**src/rtl/flp_dec_bcd24_pkg.sv**
```systemverilog
// Shared types and sizing constants for the float-to-decimal binary-to-BCD stage.
package flp_dec_pkg;

  typedef enum logic [1:0] {
    IDLE,
    CONV,
    DONE
  } dec_state_t;

  localparam int DEC_WIDTH  = 24;
  localparam int DEC_DIGITS = 8;
  localparam int CNT_W      = $clog2(DEC_WIDTH + 1);

endpackage

```
**src/rtl/flp_dec_bcd24_add3.sv**
```systemverilog
// Single-digit double-dabble corrector: adds 3 to any digit of 5 or more before the shift.
module bcd_add3_digit (
  input  logic [3:0] din,
  output logic [3:0] dout
);

  always_comb begin
    dout = din;
    if (din >= 4'd5) dout = din + 4'd3;
  end

endmodule

```
**src/rtl/flp_dec_bcd24.sv**
```systemverilog
// Sequential signed binary-to-BCD converter (shift-add-3, one bit per cycle) with
// valid/ready handshakes on input and output.
module flp_dec_bcd24
  import flp_dec_pkg::*;
#(
  parameter int WIDTH  = DEC_WIDTH,
  parameter int DIGITS = DEC_DIGITS
) (
  input  logic                  clk,
  input  logic                  rst_n,
  input  logic                  in_valid,
  output logic                  in_ready,
  input  logic [WIDTH-1:0]      data_in,
  output logic                  out_valid,
  input  logic                  out_ready,
  output logic                  out_sign,
  output logic [4*DIGITS-1:0]   out_bcd
);

  localparam int CW = $clog2(WIDTH + 1);
  localparam int BW = 4 * DIGITS;

  dec_state_t state, state_nxt;

  logic [CW-1:0]    bitcnt;
  logic [WIDTH-1:0] mag;
  logic [WIDTH-1:0] mag_in;
  logic [BW-1:0]    bcd;
  logic [BW-1:0]    bcd_adj;
  logic             sign;

  // The most negative input negates to itself, which is still the right unsigned magnitude.
  assign mag_in = data_in[WIDTH-1] ? (~data_in + WIDTH'(1)) : data_in;

  for (genvar d = 0; d < DIGITS; d++) begin : g_adj
    bcd_add3_digit u_adj (
      .din  (bcd[4*d +: 4]),
      .dout (bcd_adj[4*d +: 4])
    );
  end

  always_ff @(posedge clk or negedge rst_n) begin
    if (!rst_n) state <= IDLE;
    else        state <= state_nxt;
  end

  always_comb begin
    state_nxt = state;
    unique case (state)
      IDLE:    if (in_valid) state_nxt = CONV;
      CONV:    if (bitcnt == CW'(1)) state_nxt = DONE;
      DONE:    if (out_ready) state_nxt = IDLE;
      default: state_nxt = IDLE;
    endcase
  end

  always_ff @(posedge clk or negedge rst_n) begin
    if (!rst_n) begin
      sign   <= 1'b0;
      mag    <= '0;
      bcd    <= '0;
      bitcnt <= '0;
    end else begin
      unique case (state)
        IDLE: begin
          if (in_valid) begin
            sign   <= data_in[WIDTH-1];
            mag    <= mag_in;
            bcd    <= '0;
            bitcnt <= CW'(WIDTH);
          end
        end
        CONV: begin
          {bcd, mag} <= {bcd_adj, mag} << 1;
          bitcnt     <= bitcnt - CW'(1);
        end
        default: ;
      endcase
    end
  end

  assign in_ready  = (state == IDLE);
  assign out_valid = (state == DONE);
  assign out_sign  = sign;
  assign out_bcd   = bcd;

endmodule

```
**config.mk**
```make
export PLATFORM = sky130hd
export DESIGN_NAME = flp_dec_bcd24
export DESIGN_NICKNAME = d
export VERILOG_FILES = /design/src/rtl/flp_dec_bcd24_pkg.sv /design/src/rtl/flp_dec_bcd24_add3.sv /design/src/rtl/flp_dec_bcd24.sv
export SDC_FILE = /design/constraint.sdc
export NUM_CORES = 1
export LEC_CHECK = 0
export CAP_MARGIN = 20
export CORE_MARGIN = 5
export CORE_UTILIZATION = 52
export CTS_CLUSTER_SIZE = 14
export DETAILED_ROUTE_END_ITERATION = 8
export GPL_TIMING_DRIVEN = 0
export PLACE_DENSITY = 0.89
export SYNTH_ARGS = -nofsm -noshare
export SYNTH_HDL_FRONTEND = slang
export SYNTH_SLANG_ARGS = --single-unit
```
**constraint.sdc**
```tcl
create_clock -name clk -period 2.12 [get_ports clk]
set_clock_uncertainty 0.2 [all_clocks]
set_input_delay 0.636 -clock clk [delete_from_list [all_inputs] [get_ports clk]]
set_output_delay 0.636 -clock clk [all_outputs]
set_load 0.1 [all_outputs]
```
==> impl_summary.txt <==
----------------------------------------------------
[Global routing]
  Global route overflow ... 0
  Initial antenna violation count ... 0
  First-pass GRT wire length ... between 15,000 and 20,000 um
  Largest net degree at the start of global routing ... 34
  Vias in the first global route ... approximately 3,400
  Aggregate global-route resource usage ... roughly a quarter

[Finish]
  Ant. Diodes ... 0
  Leading cell types in the layout, fill and taps excluded ... dfrtp_1 (56), o21ai_0 (45), buf_2 (28), xor2_1 (26), a21oi_1 (23)
  Leading cell type in the layout, fill and taps excluded ... dfrtp_1
  Growth of design area from synthesis to finish ... 26.1%
  Count of nets after finishing ... 523
  Fraction of final layout cells sized beyond drive strength 1 ... 22.1%
  Layout fillers ... 559

[Run status]
  Violations in the final reports ... setup timing
  Run status ... finished with violations

[Floorplan]
  Chip Height ... about 95 um
  Die area ... between 8000 and 9000 sq um
  Number of placement rows ... 30
  Initial core utilization ... a little over half
  Die outline width ... 94.5 um
  Area of the placeable core ... just under 7000 sq um
  Top-level I/O count ... 63

[Worst setup path]
  Largest stage delay on the critical path ... 0.53 ns
  Number of cells on the worst reg-to-reg path ... 5
  Most common cell on crit path ... or4_4
  Req. time, crit path ... ~2.1 ns
  Worst-path cell with the longest stage delay ... or4_4
  WS Path Type ... input port to flip-flop
  Critical path launch point type ... input port
  Critical path endpoint category ... flip-flop
  Data arrival time of the worst path ... about 2.2 ns
  Max FO, Critical Path ... 3
  Worst path cell trace ... buf_6 > or4_4 > or4_4 > o31ai_4 > xor2_1 > o21ai_1

[Yosys]
  Yosys cell types ... 39
  Area share of xor/xnor cells in the synthesized design ... between 8 and 9%
  Count of state elements after synthesis ... 64
  Synth Area in Compound Gates ... 23.5%
  Netlist Area Pre-Place ... 3710 sq um
  Count of synthesis-stage warnings from yosys ... 0
  Adder-cell share of the synthesized area ... 6.40%
  Sequential share of the synthesized area ... 43.1%
  Mean area per synthesized cell ... between 9 and 10 sq um
  Main combinational cell family by area after synthesis ... compound AO/OA/AOI/OAI gates
  Cells after synthesis ... about 390
  Synth Area in Simple Gates ... roughly 13%
  Multiplexer area fraction after synthesis ... less than 1%
  Number of nets in the synthesized netlist ... 440

[Clock network]
  Max Buffers Root-to-Sink ... 2
  Clock sink count ... 64
  Deepest level of the CTS H-tree ... 3
  Clock tree root buffer cell ... clkbuf_8
  Clock transition at path regs ... roughly 0.070 ns
  TritonCTS clock tree ... built
  Clock network latency to the later pin of the worst-skew pair ... 0.35 ns
  Hold Buf Count CTS ... 0
  Clock buffer count from CTS ... 9

[Route]
  Total via count after detailed routing ... between 3,000 and 4,000
  Per-cell routed wire length ... approximately 17 um
  Routed wire length ... around 9800 um
  Met3 routed WL ... 723 um
  Final routed DRC violation total ... 0
  Starting DRT DRC Count ... 218
  Routed via count divided by cell count ... between 5 and 6
  Highest routing layer actually used ... met4
  Post-detailed-route count of antenna-violating nets ... 0
  Amount of wire on met2 after detailed routing ... 4890 um
  M1 wire length ... 3940 um
  First-pass DRT Iterations ... 6

[STA]
  Sum Neg Setup Slack ... -0.129 ns
  Tightest Pin Transition ... ~0.76 ns
  Setup repair after global routing missed its margin ... yes
  Final Hold Fails ... 0
  Final setup viols ... 2
  Final Critical Period ... 2.19 ns
  Fmax ... around 460 MHz
  Max transition margin ... about half
  Setup slack after layout ... -0.0744 ns
  Max Slew Vio Count ... 0
  Tcrit/Tclk final ... 104%

[Job]
  Maxcap violations ... 0

[Placement]
  DP HPWL ... between 6000 and 7000 um
  RD Place Congestion ... around 0.91
  Pre-CTS worst setup slack ... -0.901 ns
  Count of buffers from port buffering ... 61

[Pwr]
  Leakage power figure ... a little over 2 nW
  Power density normalized to cell area ... ~1700 nW/um^2
  Worst IR drop on VDD ... roughly 600 uV

[Hold path]
  Worst min-delay path class ... input port to asynchronous set/reset pin

----------------------------------------------------
==> logic make-up (layout without fill, tap and decap cells) <==
| logic type | after synthesis | after routing |
|---|---|---|
| fa+ha+maj | 19 | 19 |
| xor+xnor | 36 | 36 |
| simple gates | 95 | 95 |
| flops | 64 | 64 |
| compound gates | 135 | 135 |
| buf+inv | 43 | 130 |
| mux | 1 | 1 |
==> stage by stage <==
stage	instances	utilization, %	total power, W	hold WS, ns	instance area [sq um]
CTS	575	67.3	0.00782	0.170	4620
global route	576	68.2	0.00836	0.215	4680
floorplan	393	-	0.00591	0.140	3730
finish	576	68.2	0.00784	0.159	4680
global placement	550	65.0	0.00693	0.266	4460
detailed placement	551	65.2	0.00713	0.273	4480
==> critical path: cells and delay by family <==
kind,cells,cell delay [ns]
AND/OR/NAND/NOR,2,1.01
XOR/XNOR,1,0.20
AO/OA/AOI/OAI,2,0.27
buffers and inverters,1,0.09
==> per-layer routing <==
layer  global-route usage, %  vias to the layer above
met1                    28.0                     1632
met3                    5.58                       37
met5                       0                        -
li1                        -                     1595
met2                    39.8                      144
met4                    9.74                        0
==> power breakdown <==
group | internal (W) | total [W] | switching [W] | leakage [nW]
Combinational | 0.00121 | 0.00465 | 0.00344 | 1.19
Sequential | 0.00179 | 0.00231 | 0.000516 | 0.790
Clock | 0.000450 | 0.000887 | 0.000437 | 0.0805
Total | 0.00345 | 0.00784 | 0.00440 | 2.06
==> path summary, 6_finish.rpt <==
check | slack (ns) | start | endpoint
setup / recovery | -0.07 | data_in[17] | mag[22]
max in group asynchronous | 0.91 | rst_n | state[1]
hold reg to reg | 0.29 | mag[23] | out_bcd[0]
min in group clk | 0.29 | mag[23] | out_bcd[0]
hold / removal | 0.16 | rst_n | out_bcd[8]
setup reg to reg | 0.26 | state[0] | out_bcd[23]
==> sequential cells by signal, indices dropped and copies added (netlist names) <==
signal,flops
out_bcd,32
state,2
bitcnt,5
out_sign,1
mag,24
==> timing repair <==
item                       in CTS  in global routing
pin swaps                      15                  9
setup endpoints to repair      90                 29
hold endpoints to repair        0                  0
setup buffers                  10                  1
resized for setup             231                 33
==> area by class of cell <==
class	count	area [sq um]	area share [%]
Clock inverter	1	5.00	0.107
Clock buffer	14	153	3.26
Sequential cell	64	1610	34.4
Multi-Input combinational cell	286	2050	43.8
Inverter	22	85.1	1.82
Tap cell	96	120	2.56
Buffer	20	103	2.19
Timing Repair Buffer	73	556	11.9
==> cells in the mapped netlist (all sizes together) <==
cell type	instances	share of area, %
nor2	22	2.2
dfrtp	64	43
a22oi	17	3.4
clkbuf	18	1.9
inv	21	2.1
nand2	23	2.3
nand4	1	0.34
or4	2	0.61
o41ai	3	0.71
a31oi	1	0.17
clkinv	1	0.10
o31ai	18	4.1
a32o	8	2.2
xor2	26	6.1
o22ai	5	0.84
o32ai	7	1.7
nor4	5	1.6
nand2b	9	1.5
ha	19	6.4
nand3	20	2.7
o21ai	51	6.9
a21oi	23	3.1
a211oi	2	0.40
buf	3	0.71
xnor2	10	2.4
mux2i	1	0.27
and2	1	0.17
nand3b	1	0.20
nor4b	1	0.24
nor3	6	0.81
or3	1	0.20
nor2b	3	0.51
Power figures use the tool's default switching activity.
